[src/rtl/bc6502_bus_pkg.sv]
// Shared types and address map for the bc6502 memory bus controller.
// Optional I/O window support is enabled with BC6502_BUSCTL_IO_EN.
package bc6502_bus_pkg;

  typedef enum logic [1:0] {
    REG_RAM,
    REG_ROM,
    REG_IO
  } region_t;

  typedef enum logic [1:0] {
    S_RUN,
    S_WAIT
`ifdef BC6502_BUSCTL_IO_EN
    , S_IOWAIT
`endif
  } state_t;

  localparam int          RAM_ROM_BIT = 15;
  localparam logic [15:0] IO_BASE     = 16'h7F00;
  localparam logic [15:0] IO_MASK     = 16'hFF00;

endpackage

[src/rtl/bc6502_addr_dec.sv]
// Combinational address decoder: CPU address to region and raw chip enables.
// The $7Fxx I/O window only exists when BC6502_BUSCTL_IO_EN is defined.
module bc6502_addr_dec
  import bc6502_bus_pkg::*;
(
  input  logic [15:0] addr_i,
  output region_t     region_o,
  output logic        ram_ce_n_o,
  output logic        rom_ce_n_o,
  output logic        io_ce_n_o
);

  // Only the upper address bits take part in decoding; the rest go straight to the devices.
  logic [15:0] unused_addr;
  assign unused_addr = addr_i;

  always_comb begin
    region_o = addr_i[RAM_ROM_BIT] ? REG_ROM : REG_RAM;
`ifdef BC6502_BUSCTL_IO_EN
    if ((addr_i & IO_MASK) == IO_BASE) begin
      region_o = REG_IO;
    end
`endif
  end

  assign ram_ce_n_o = (region_o != REG_RAM);
  assign rom_ce_n_o = (region_o != REG_ROM);
  assign io_ce_n_o  = (region_o != REG_IO);

endmodule

[src/rtl/bc6502_busctl.sv]
// Bus controller between the bc6502 core and external ROM/RAM, inserting wait states.
// Define BC6502_BUSCTL_IO_EN to enable the handshaked I/O window with timeout.
module bc6502_busctl
  import bc6502_bus_pkg::*;
#(
  parameter int ROM_WS     = 1,
  parameter int RAM_WS     = 0,
  parameter int IO_TIMEOUT = 64
) (
  input  logic        clk,
  input  logic        reset_n,
  input  logic [15:0] cpu_ma,
  input  logic        cpu_rw,
  input  logic [7:0]  cpu_do,
  output logic        cpu_rdy,
  output logic [7:0]  cpu_di,
  output logic [15:0] mem_a,
  output logic [7:0]  mem_d_o,
  output logic        mem_d_oe,
  input  logic [7:0]  mem_d_i,
  output logic        ram_ce_n,
  output logic        rom_ce_n,
  output logic        io_ce_n,
  output logic        mem_oe_n,
  output logic        mem_we_n,
  input  logic        io_ack,
  output logic        io_err
);

`ifdef BC6502_BUSCTL_IO_EN
  localparam int CNT_W = 8;
`else
  localparam int CNT_W = 4;
  logic [8:0] unused_io;
  assign unused_io = {io_ack, 8'(IO_TIMEOUT)};
`endif

  region_t          region;
  logic             ram_ce_raw, rom_ce_raw, io_ce_raw;
  state_t           state_q, state_d;
  logic [CNT_W-1:0] cnt_q, cnt_d;
  logic [CNT_W-1:0] ws;
  logic             rdy;
  logic             timeout;

  bc6502_addr_dec u_dec (
    .addr_i     (cpu_ma),
    .region_o   (region),
    .ram_ce_n_o (ram_ce_raw),
    .rom_ce_n_o (rom_ce_raw),
    .io_ce_n_o  (io_ce_raw)
  );

  assign ws = (region == REG_ROM) ? CNT_W'(ROM_WS) : CNT_W'(RAM_WS);

  always_comb begin
    state_d = state_q;
    cnt_d   = cnt_q;
    rdy     = 1'b1;
    timeout = 1'b0;
    case (state_q)
      S_RUN: begin
`ifdef BC6502_BUSCTL_IO_EN
        if (region == REG_IO) begin
          rdy     = 1'b0;
          cnt_d   = CNT_W'(IO_TIMEOUT - 1);
          state_d = S_IOWAIT;
        end else
`endif
        if (ws != '0) begin
          rdy     = 1'b0;
          cnt_d   = ws - 1'b1;
          state_d = S_WAIT;
        end
      end
      S_WAIT: begin
        rdy = (cnt_q == '0);
        if (rdy) begin
          state_d = S_RUN;
        end else begin
          cnt_d = cnt_q - 1'b1;
        end
      end
`ifdef BC6502_BUSCTL_IO_EN
      S_IOWAIT: begin
        rdy     = io_ack | (cnt_q == '0);
        timeout = ~io_ack & (cnt_q == '0);
        if (rdy) begin
          state_d = S_RUN;
        end else begin
          cnt_d = cnt_q - 1'b1;
        end
      end
`endif
      default: begin
        state_d = S_RUN;
        cnt_d   = '0;
      end
    endcase
  end

  always_ff @(posedge clk) begin
    if (!reset_n) begin
      state_q <= S_RUN;
      cnt_q   <= '0;
    end else begin
      state_q <= state_d;
      cnt_q   <= cnt_d;
    end
  end

  // Every strobe is gated by reset so nothing is selected while the core is held.
  assign cpu_rdy  = ~reset_n | rdy;
  assign mem_a    = cpu_ma;
  assign mem_d_o  = cpu_do;
  assign mem_d_oe = reset_n & ~cpu_rw;
  assign mem_oe_n = ~(reset_n & cpu_rw);
  assign mem_we_n = ~(reset_n & ~cpu_rw & rdy);
  assign ram_ce_n = ~reset_n | ram_ce_raw;
  assign rom_ce_n = ~reset_n | rom_ce_raw;
`ifdef BC6502_BUSCTL_IO_EN
  assign io_ce_n  = ~reset_n | io_ce_raw;
  assign io_err   = reset_n & timeout;
`else
  assign io_ce_n  = 1'b1;
  assign io_err   = 1'b0;
  logic unused_io_ce;
  assign unused_io_ce = io_ce_raw;
`endif
  assign cpu_di   = !cpu_rw ? 8'h00 : (timeout ? 8'hFF : mem_d_i);

endmodule

[config.mk]
export PLATFORM = sky130hd
export DESIGN_NAME = bc6502_busctl
export DESIGN_NICKNAME = d
export VERILOG_FILES = /design/src/rtl/bc6502_bus_pkg.sv /design/src/rtl/bc6502_addr_dec.sv /design/src/rtl/bc6502_busctl.sv
export SDC_FILE = /design/constraint.sdc
export NUM_CORES = 1
export LEC_CHECK = 0
export BUFFER_PORTS_ARGS = -buffer_cell sky130_fd_sc_hd__buf_2
export CAP_MARGIN = 10
export CORE_MARGIN = 4
export CORE_UTILIZATION = 27
export CTS_CLUSTER_SIZE = 16
export DETAILED_ROUTE_END_ITERATION = 10
export PLACE_DENSITY = 0.74
export SLEW_MARGIN = 0
export SYNTH_ARGS = -nofsm -noshare
export SYNTH_HDL_FRONTEND = slang
export SYNTH_SLANG_ARGS = --single-unit
[constraint.sdc]
create_clock -name clk -period 1.49 [get_ports clk]
set_clock_uncertainty 0.05 [all_clocks]
set_input_delay 0.2235 -clock clk [delete_from_list [all_inputs] [get_ports clk]]
set_output_delay 0.2235 -clock clk [all_outputs]
set_load 0.01 [all_outputs]
=== Word-level counts from Yosys, hierarchy flattened ===
Cells that the tools add are included.

* Bits in registers: 6
* Bits of input ports: 36

* Add/sub/neg operators: 2
* Equal/unequal tests: 6
* Mux-type cells: 11
* Bitwise logic cells: 10
* Reductions and logical operators: 6

{| class="wikitable"
|+ Operator list
! kind !! count
|-
| $mux 4 || 2
|-
| $mux 8 || 1
|-
| $pmux 4 s2 || 1
|-
| $ne 2x2->1 const B || 3
|-
| $eq 2x1->1 const B || 2
|-
| $logic_not 4->1 || 1
|-
| $mux 2 || 2
|-
| $not 1->1 || 4
|-
| $pmux 2 s2 || 1
|-
| $reduce_and 2->1 || 2
|-
| $reduce_bool 4->1 || 1
|-
| $sub 4x1->4 const B || 1
|-
| $and 1x1->1 || 3
|-
| $mux 1 || 3
|-
| $or 1x1->1 || 3
|-
| $logic_not 2->1 || 1
|-
| $ne 2x1->1 const B || 1
|-
| $pmux 1 s2 || 1
|-
| $reduce_bool 2->1 || 1
|-
| $sub 1x1->2 const B || 1
|}

=== Longest topological paths before layout ===
* Depth in word-level cells: 8
* Mapped depth: 5
* Depth with buffers taken out: 5

=== Cells and area by module ===
From an unflattened synthesis, not the netlist that was laid out.

* Cells, all modules: 79
* Area total of the unflattened synthesis: 589.3 um^2

{| class="wikitable"
|+ By module, submodules not included
! module !! instances !! cells an instance !! area an instance (um^2) !! seq. area each (um^2)
|-
| bc6502_busctl || 1 || 72 || 548.0 || 100.1
|-
| bc6502_addr_dec || 1 || 7 || 41.3 || 0.0
|}

=== Worst setup path before layout ===
Ideal clock, no wire load.

* Kind: reg2reg
* Start point: register cnt_q[0]
* End point: register cnt_q[0]
* Library setup time: 0.095 ns
* Arrival: 1.310 ns
* Slack: 0.035 ns
* Stages on the path, launching flop included: 6
* Buffers on the path: 0
* Clock period less this slack: 1.455 ns
* Cells stage by stage: dfxtp_1 -> inv_1 -> ha_1 -> nor3b_2 -> or4b_1 -> o311ai_1

* Cells in the longest elaborated chain, start to end: 3
* Elaborated cells between the ends (all ways): 6
* Those cells by class: 1 x add/sub; 1 x eq/ne; 2 x mux; 2 x reduce/logical

{| class="wikitable"
|+ Ends and longest elaborated chain
! item !! line !! source
|-
| from (decl) || bc6502_busctl.sv:41 || <nowiki>logic [CNT_W-1:0] cnt_q, cnt_d;</nowiki>
|-
| from (signal assigned) || bc6502_busctl.sv:108 || <nowiki>cnt_q <= cnt_d;</nowiki>
|-
| $sub 4x1->4 or $logic_not 4->1 (tied branches) || bc6502_busctl.sv:81, bc6502_busctl.sv:77 ||
|-
| $mux 4 or $ne 2x2->1 (tied branches) || -- ||
|-
| $pmux 4 s2 or $reduce_and 2->1 (tied branches) || -- ||
|}

Several ways; a longest one is shown, not always the timed one. The select of a mux whose other input is x is not followed.
A chain may end at the register's enable or synchronous reset.

=== Final worst setup path ===
* Start point: register cnt_q[0]
* End point: output port mem_we_n

* Cells in the longest elaborated chain, start to end: 4

{| class="wikitable"
|+ Ends and longest elaborated chain
! item !! line !! source
|-
| $logic_not 4->1 || bc6502_busctl.sv:77 || <nowiki>rdy = (cnt_q == '0);</nowiki>
|-
| $pmux 1 s2 || bc6502_busctl.sv:61 || <nowiki>case (state_q)</nowiki>
|-
| $and 1x1->1 || bc6502_busctl.sv:118 || <nowiki>assign mem_we_n = ~(reset_n & ~cpu_rw & rdy);</nowiki>
|-
| $not 1->1 || bc6502_busctl.sv:118 ||
|-
| to (decl) || bc6502_busctl.sv:25 || <nowiki>output logic mem_we_n,</nowiki>
|}

No other way between the ends.

==> results.ini <==
[clock_network]
insertion_delay_ns=0.25
clk_pin_slew_ns=0.05
cts.htree.levels=1
cts_tree=done
cts.sinks=5
cts_buffers=3
clk_path_buf_depth=2
cts_root_buf=clkbuf_4

[pwr]
clkPwrFrac=0.351
comb_power_share=0.310
power.density_mw_per_mm2=762
power_switching_mw=0.143
peakVddDrop_mv=0.390
internal_power_mw=0.321
switching_share=0.308
power.share.sequential=0.339
finalPower_mw=0.464
p_leak_nw=0.280

[floorplan]
rows=16
fp.dieH_um=53.2
die_x_um=53.2
io_pins=76
initial_core_util=0.284
fp.coreArea_mm2=0.00194
die_area_mm2=0.00283

[timing]
period_share=1.10
grt_setup_unrepaired=true
slew_viol_final=0
fmax_mhz=612
fin_ws_ns=-0.144
holdWs_ns=0.247
finalSetupViolations=3
period_minus_slack_ns=1.63
final_hold_viol_count=0
setup_tns_ns=-0.316

[logic_synthesis]
synth_seq_cells=5
async_flop_share=0
seq_area_frac_synth=0.181
synth_area_leaders=buf_4 (37%), dfxtp_1 (18%), and2_1 (9.1%)
yosys_most_used_dff=dfxtp_1
synthesis.nets=111
synth.most_common_cell=buf_4
synth_area_um2=552
yosys_warnings=0
ys_top_cells_by_count=buf_4 (27), and2_1 (8), nand2_1 (7)
synth_area_leader_cell=buf_4
yosys.area.top_type_share=0.367
avgSynthCellArea_um2=7.46
ys_types=23
synthCells=74
synth_edf_count=0

[setup_path]
worstPathArrival_ns=1.36
worstPathMaxFanout=3
worstPathRequired_ns=1.22
critPathKind=reg -> out
critPathCaptureType=output port
start_kind=flip-flop

[drt]
drcViolationCount=0
wl_um=1210
avgViaCountPerCell=4.25
wire_per_inst_um=11.0
drt_pass1_iterations=4
drt_iter0_markers=2
ant_nets=0
via_count=467

[layout]
drive_gt1_frac=0.530
instances_no_fill=110
nNetsFinal=121
n_antenna_cell=0
syn_to_final_growth_pct=10.4

[global_routing]
grt_start_max_net_pins=12
use_met3=0.0338
use_met1=0.0975
antenna_found_initial=0
grt_pass1_wl_um=1960
busiest_layer=met2
grt_overflow=0
grtUsageMet2=0.161
grtUsageTotal=0.100
first_global_vias=433

[job]
maxCapViolations=0

[status]
failed_checks=setup timing
outcome=finished, violations left

[place]
dp_hpwl_um=884
dp_cells=103
routabilityCongestion=0.741
portBuffers=26

[hold_path]
min_path_type=in -> reg

flip-flops by register name (all words and copies together), names as in the netlist:
name     count
cnt_q        4
state_q      1
worst paths after layout:
| kind | slack [ns] | start | depth (start not counted) | endpoint |
|---|---|---|---|---|
| worst max register to register | -0.08 | cnt_q[0] | 6 | cnt_q[0] |
| worst max-delay path | -0.14 | cnt_q[0] | 6 | mem_we_n |
| worst min-delay path | 0.25 | reset_n | 2 | state_q[0] |
| worst min register to register | 0.51 | cnt_q[3] | 2 | cnt_q[3] |
layer usage:
layer | routed length, um | up-vias
met2 | 644 | 9
met5 | 0 | -
met4 | 36 | 0
li1 | - | 229
met1 | 438 | 223
met3 | 89 | 6
power groups by stage:
stage	combinational, mW	sequential (mW)	clock (mW)
3_3_place_gp	0.119	0.156	0
4_1_cts	0.141	0.157	0.168
3_5_place_dp	0.121	0.157	0
6_report	0.144	0.158	0.163
2_1_floorplan	0.143	0.151	0
5_1_grt	0.161	0.159	0.175
per-stage QoR:
stage / setup slack (ns) / util / area, um^2
after floorplan: 0.0351 / - / 552
after global placement: -0.000214 / 0.276 / 536
after detailed placement: -0.0190 / 0.276 / 536
after CTS: -0.116 / 0.310 / 602
after global routing: -0.207 / 0.314 / 609
final: -0.144 / 0.314 / 609
layout by cell type (no fill, tap or decap):
master,n
conb_1,2
and2_1,8
a21oi_1,1
or4b_1,1
clkbuf_4,3
nand3b_1,2
dfxtp_2,2
or3b_1,1
a31oi_1,2
clkbuf_1,1
nand2b_1,2
a21oi_2,1
inv_2,3
nor3b_4,1
nand4_1,1
nand3_1,1
a311oi_1,1
nand2_1,7
and2_2,1
nor2_1,2
inv_1,1
ha_4,1
buf_4,6
buf_2,26
o311ai_1,1
nor3_1,1
nor3b_1,1
dfxtp_1,3
area by class of cell:
class	count	area [um^2]
Sequential cell	5	103
Timing Repair Buffer	32	175
Inverter	4	15.0
Clock buffer	4	26.3
Multi-Input combinational cell	38	256
Tap cell	27	33.8
Fill cell	214	1330
critical path: stages, from the launching register on:
cell and delay (ns):
dfxtp_2 0.32, inv_2 0.07, ha_4 0.13, nor3b_4 0.21
a21oi_2 0.10, nand2b_1 0.15, buf_2 0.13
kinds of logic (layout without fill, tap and decap cells):
kind of cell | Yosys count | count (layout) | share of synthesized area
flip-flops | 5 | 5 | 0.181
AND/OR/NAND/NOR | 29 | 29 | 0.315
other | 2 | 2 | 0.0136
adder cells (fa/ha/maj) | 1 | 1 | 0.0227
buffers and inverters | 31 | 40 | 0.395
AO/OA/AOI/OAI | 6 | 6 | 0.0726
repair_timing:
action                                  4_1_cts  5_1_grt
resized for setup                             8        0
endpoints found under the setup margin        2        4
hold buffers                                  0        0
pin swaps                                     4        3
setup buffers                                 2        2
Power figures use the tool's default switching activity.
